**src/rtl/pc_unit.sv**
```systemverilog
// pc_unit: program-sequencing stage that sits after the ALU.
// Holds the program counter, resolves branch-if-equal from the ALU result,
// keeps a loadable branch-target table, runs the Req/Ack start/finish
// handshake and counts the cycles spent running the program.
module pc_unit #(
    parameter int PC_W     = 10,
    parameter int LUT_AW   = 4,
    parameter int START_PC = 0,
    parameter int CNT_W    = 16
) (
    input  logic              Clk,
    input  logic              Reset,
    input  logic              Req,
    output logic              Ack,
    input  logic              halt,
    input  logic              branch_en,
    input  logic [7:0]        alu_result,
    input  logic [LUT_AW-1:0] target_idx,
    input  logic              lut_we,
    input  logic [LUT_AW-1:0] lut_addr,
    input  logic [PC_W-1:0]   lut_wdata,
    output logic [PC_W-1:0]   pc,
    output logic              run,
    output logic              taken,
    output logic [CNT_W-1:0]  cycle_count
);

    localparam int LUT_DEPTH = 2 ** LUT_AW;
    localparam logic [PC_W-1:0]  START_VAL = PC_W'(START_PC);
    localparam logic [CNT_W-1:0] CNT_MAX   = '1;

    typedef enum logic [1:0] {
        IDLE = 2'd0,
        RUN  = 2'd1,
        DONE = 2'd2
    } state_t;

    state_t            state_q;
    logic [PC_W-1:0]   pc_q;
    logic [PC_W-1:0]   pc_d;
    logic [CNT_W-1:0]  cnt_q;
    logic [CNT_W-1:0]  cnt_d;
    logic              run_q;
    logic              ack_q;
    logic              taken_d;
    logic [PC_W-1:0]   lut_q [LUT_DEPTH];

    // Branch is taken only while running, when not halting, and the ALU says the operands were equal
    always_comb begin
        taken_d = (state_q == RUN) && branch_en && !halt && (alu_result == 8'h00);
    end

    // Next PC (table target or wrapping increment) and saturating cycle counter
    always_comb begin
        pc_d  = pc_q + PC_W'(1);
        cnt_d = cnt_q;
        if (taken_d) begin
            pc_d = lut_q[target_idx];
        end
        if (cnt_q != CNT_MAX) begin
            cnt_d = cnt_q + CNT_W'(1);
        end
    end

    // Branch-target table: cleared by reset, writable only while no program is running
    always_ff @(posedge Clk) begin
        if (Reset) begin
            for (int i = 0; i < LUT_DEPTH; i++) begin
                lut_q[i] <= '0;
            end
        end else if (lut_we && (state_q != RUN)) begin
            lut_q[lut_addr] <= lut_wdata;
        end
    end

    // Sequencing FSM with registered pc, run, Ack and cycle count
    always_ff @(posedge Clk) begin
        if (Reset) begin
            state_q <= IDLE;
            pc_q    <= START_VAL;
            cnt_q   <= '0;
            run_q   <= 1'b0;
            ack_q   <= 1'b0;
        end else begin
            case (state_q)
                IDLE: begin
                    if (Req) begin
                        state_q <= RUN;
                        pc_q    <= START_VAL;
                        cnt_q   <= '0;
                        run_q   <= 1'b1;
                        ack_q   <= 1'b0;
                    end
                end
                RUN: begin
                    cnt_q <= cnt_d;
                    if (halt) begin
                        state_q <= DONE;
                        run_q   <= 1'b0;
                        ack_q   <= 1'b1;
                    end else begin
                        pc_q <= pc_d;
                    end
                end
                DONE: begin
                    if (Req) begin
                        state_q <= RUN;
                        pc_q    <= START_VAL;
                        cnt_q   <= '0;
                        run_q   <= 1'b1;
                        ack_q   <= 1'b0;
                    end
                end
                default: begin
                    state_q <= IDLE;
                    run_q   <= 1'b0;
                    ack_q   <= 1'b0;
                end
            endcase
        end
    end

    assign pc          = pc_q;
    assign run         = run_q;
    assign Ack         = ack_q;
    assign cycle_count = cnt_q;
    assign taken       = taken_d;

endmodule

```
**config.mk**
```make
export PLATFORM = sky130hd
export DESIGN_NAME = pc_unit
export DESIGN_NICKNAME = d
export VERILOG_FILES = /design/src/rtl/pc_unit.sv
export SDC_FILE = /design/constraint.sdc
export NUM_CORES = 1
export LEC_CHECK = 0
export CORE_ASPECT_RATIO = 1.2
export CORE_MARGIN = 2
export CORE_UTILIZATION = 69
export DETAILED_ROUTE_END_ITERATION = 10
export DONT_BUFFER_PORTS = 1
export PLACE_DENSITY = 0.84
export SLEW_MARGIN = 20
export SYNTH_ARGS = -nofsm -noshare
export SYNTH_HDL_FRONTEND = slang
export SYNTH_SLANG_ARGS = --single-unit
```
**constraint.sdc**
```tcl
create_clock -name Clk -period 4.4 [get_ports Clk]
set_clock_uncertainty 0.1 [all_clocks]
set_input_delay 1.1 -clock Clk [delete_from_list [all_inputs] [get_ports Clk]]
set_output_delay 1.1 -clock Clk [all_outputs]
set_load 0.01 [all_outputs]
```
==> run metrics <==
status=finished, final reports clean; Post-CTS Setup Repair Bufs=0; most frequent cells after synthesis=and2_1, edfxtp_1, nor2_1, mux4_2, dfxtp_1; drt pass-1 iters=6; Crit path largest cell delay=500 ps; setup_tns=0 ps; chip height=129 um; port bufs=0; Worst Setup Start Kind=primary input; critical-path maximum fanout=6; leakage=3.46 nW; Sink Count=189; post-route setup slack=1010 ps; Slew Limit Fails=0; Finished Layout Cells=839; critical path required time=3200 ps; initial antenna violation count=1; CTS root buf=clkbuf_16; largest net degree at the start of global routing=37; worst slew pin tran=994 ps; cts repair resizes=0; CTS tree=yes; most numerous cell in the Yosys netlist=and2_1; Util after Layout=76.1%; WP data arrival=2190 ps; hold slack=456 ps; Primary FF master, synth=edfxtp_1; HP Class=reg2reg; worst-skew pair later-pin latency=430 ps; Yosys cell types=55; dpl ws=1020 ps; share of flip-flops with an asynchronous set or reset=0%; Slew HR=33.2%; fmax=295 MHz; Diodes inserted=0; vias in the first global route=5596; Inserted Clock Buffers=17; post-layout min period=3390 ps; first-pass GRT wire length=31600 um; crit path kind=in2out; WL/cell=25.0 um; worst-path cell chain=nor4_1 -> nand3_1 -> nor2_1; Finish-stage setup viols=0; DP Cell Count=807; Seq/Total Area, Yosys=60.2%; Routability Congestion=0.904; gr ovfl total=0; core area=12700 sq um; Ports=61; initial DRC count=867; Area Growth Syn to Fin=7.78%; EDFF count, synth=160; Mapped Avg Cell Area=13.5 sq um; vias per cell=6.62; Residual DRC=0; final net count=696; ranking of synthesized cells by area=edfxtp_1, and2_1, mux4_2, dfxtp_1, mux2i_1; die width=108 um; Post-Syn Instances=663; num rows=45; Initial Util=70.6%; RSZ-0062 raised after global routing=false; Synth Cell Area=8940 sq um; final hold viol count=0; Setup crit end kind=output pin; Post-Route WL=21000 um; number of synthesized register bits=189; maximum vdd drop=262 uV; Clock transition at path regs=60 ps; Total GRT Usage=32.0%; DR vias=5554; post-DP HPWL=13700 um; max-cap violations=0; Fillers=754; fin crit share=77.0%; Synth warnings=0; hold-fix buffers at CTS=0; Critical Path Slowest Stage Cell=nor2_1; post-synth top area share=53.7%; Max clock buf depth=2; syn_nets=697; P per Cell Area=377 nW/um^2; H-tree Lvls=4; Final ANT Viol Nets=0; layout cells sized above 1=16.0%; cell taking the most area after synthesis=edfxtp_1; die area=13900 sq um
[flip-flops by register name, summed over array words and instances (netlist names)]
| name | flops |
|---|---|
| cycle_count | 16 |
| run | 1 |
| lut_q | 160 |
| Ack | 1 |
| pc | 10 |
| state_q | 1 |
[path summary, 6_finish.rpt]
path	cells past startpoint	slack, ps	startpoint	to
worst max register to register	5	1480	Ack$_SDFFE_PP0P_	lut_q[2][4]$_SDFFCE_PN0P_
worst min-delay path	2	460	pc[9]$_SDFFE_PP0P_	pc[9]$_SDFFE_PP0P_
worst min register to register	2	460	pc[9]$_SDFFE_PP0P_	pc[9]$_SDFFE_PP0P_
worst max-delay path	3	1010	alu_result[3]	taken
[cells by family after synthesis]
| kind of cell | Yosys count | synth area share, % |
|---|---|---|
| AOI/OAI and AO/OA | 71 | 5.26 |
| xor gates and xnor gates | 10 | 0.979 |
| adders and majority gates | 2 | 0.280 |
| buffers and inverters | 42 | 2.03 |
| DFF | 189 | 60.2 |
| muxes | 64 | 12.5 |
| and+or+nand+nor | 285 | 18.8 |
[through the flow]
stage | total power [W] | instance area [sq um]
finish | 0.00364 | 9640
global route | 0.00373 | 9640
detailed placement | 0.00225 | 9100
global placement | 0.00224 | 9100
CTS | 0.00364 | 9640
floorplan | 0.00222 | 8940
[area by class of cell]
type | instances | area, sq um | area share [%]
flip-flops and latches | 189 | 5390 | 55.9
multi-input cells | 432 | 3380 | 35.0
clock buffers | 21 | 440 | 4.57
well taps | 164 | 205 | 2.13
repair buffers | 15 | 113 | 1.17
clock inverters | 11 | 92.6 | 0.961
inverters | 7 | 26.3 | 0.273
[power by group]
group          leakage, nW  internal [W]  total, W  switching (W)
Clock                0.269      0.000778   0.00142       0.000647
Combinational         1.29     0.0000928  0.000199       0.000106
Sequential            1.90       0.00199   0.00201      0.0000210
Total                 3.46       0.00286   0.00364       0.000774
[routing by layer]
layer	up-vias	GRT usage, %	share of wire (%)
li1	2450	-	-
met5	-	0	0
met4	0	16.1	4.6
met1	2710	39.5	35
met3	53	7.70	11
met2	341	53.2	50
[critical path, delay by kind of cell]
kind / cells / cell delay [ps]
simple gates: 3 / 1090
[cell usage in the layout (no fill, tap or decap), types with 4 or more instances in the layout]
cell type,count
xnor2_1,9
dfxtp_1,29
or2_2,5
inv_1,7
mux2_2,9
and2_1,161
mux2i_1,18
a21oi_1,18
mux4_2,37
o22ai_1,6
nor2_1,40
nand3_1,12
nor3b_1,5
a31oi_1,4
nor4_1,4
nand3b_1,5
clkbuf_1,4
nand2_1,19
clkbuf_16,17
nor3_1,9
buf_4,15
clkinv_2,6
a211oi_1,4
o21ai_0,17
edfxtp_1,160
Note: power is estimated with default switching activity, not from simulation.
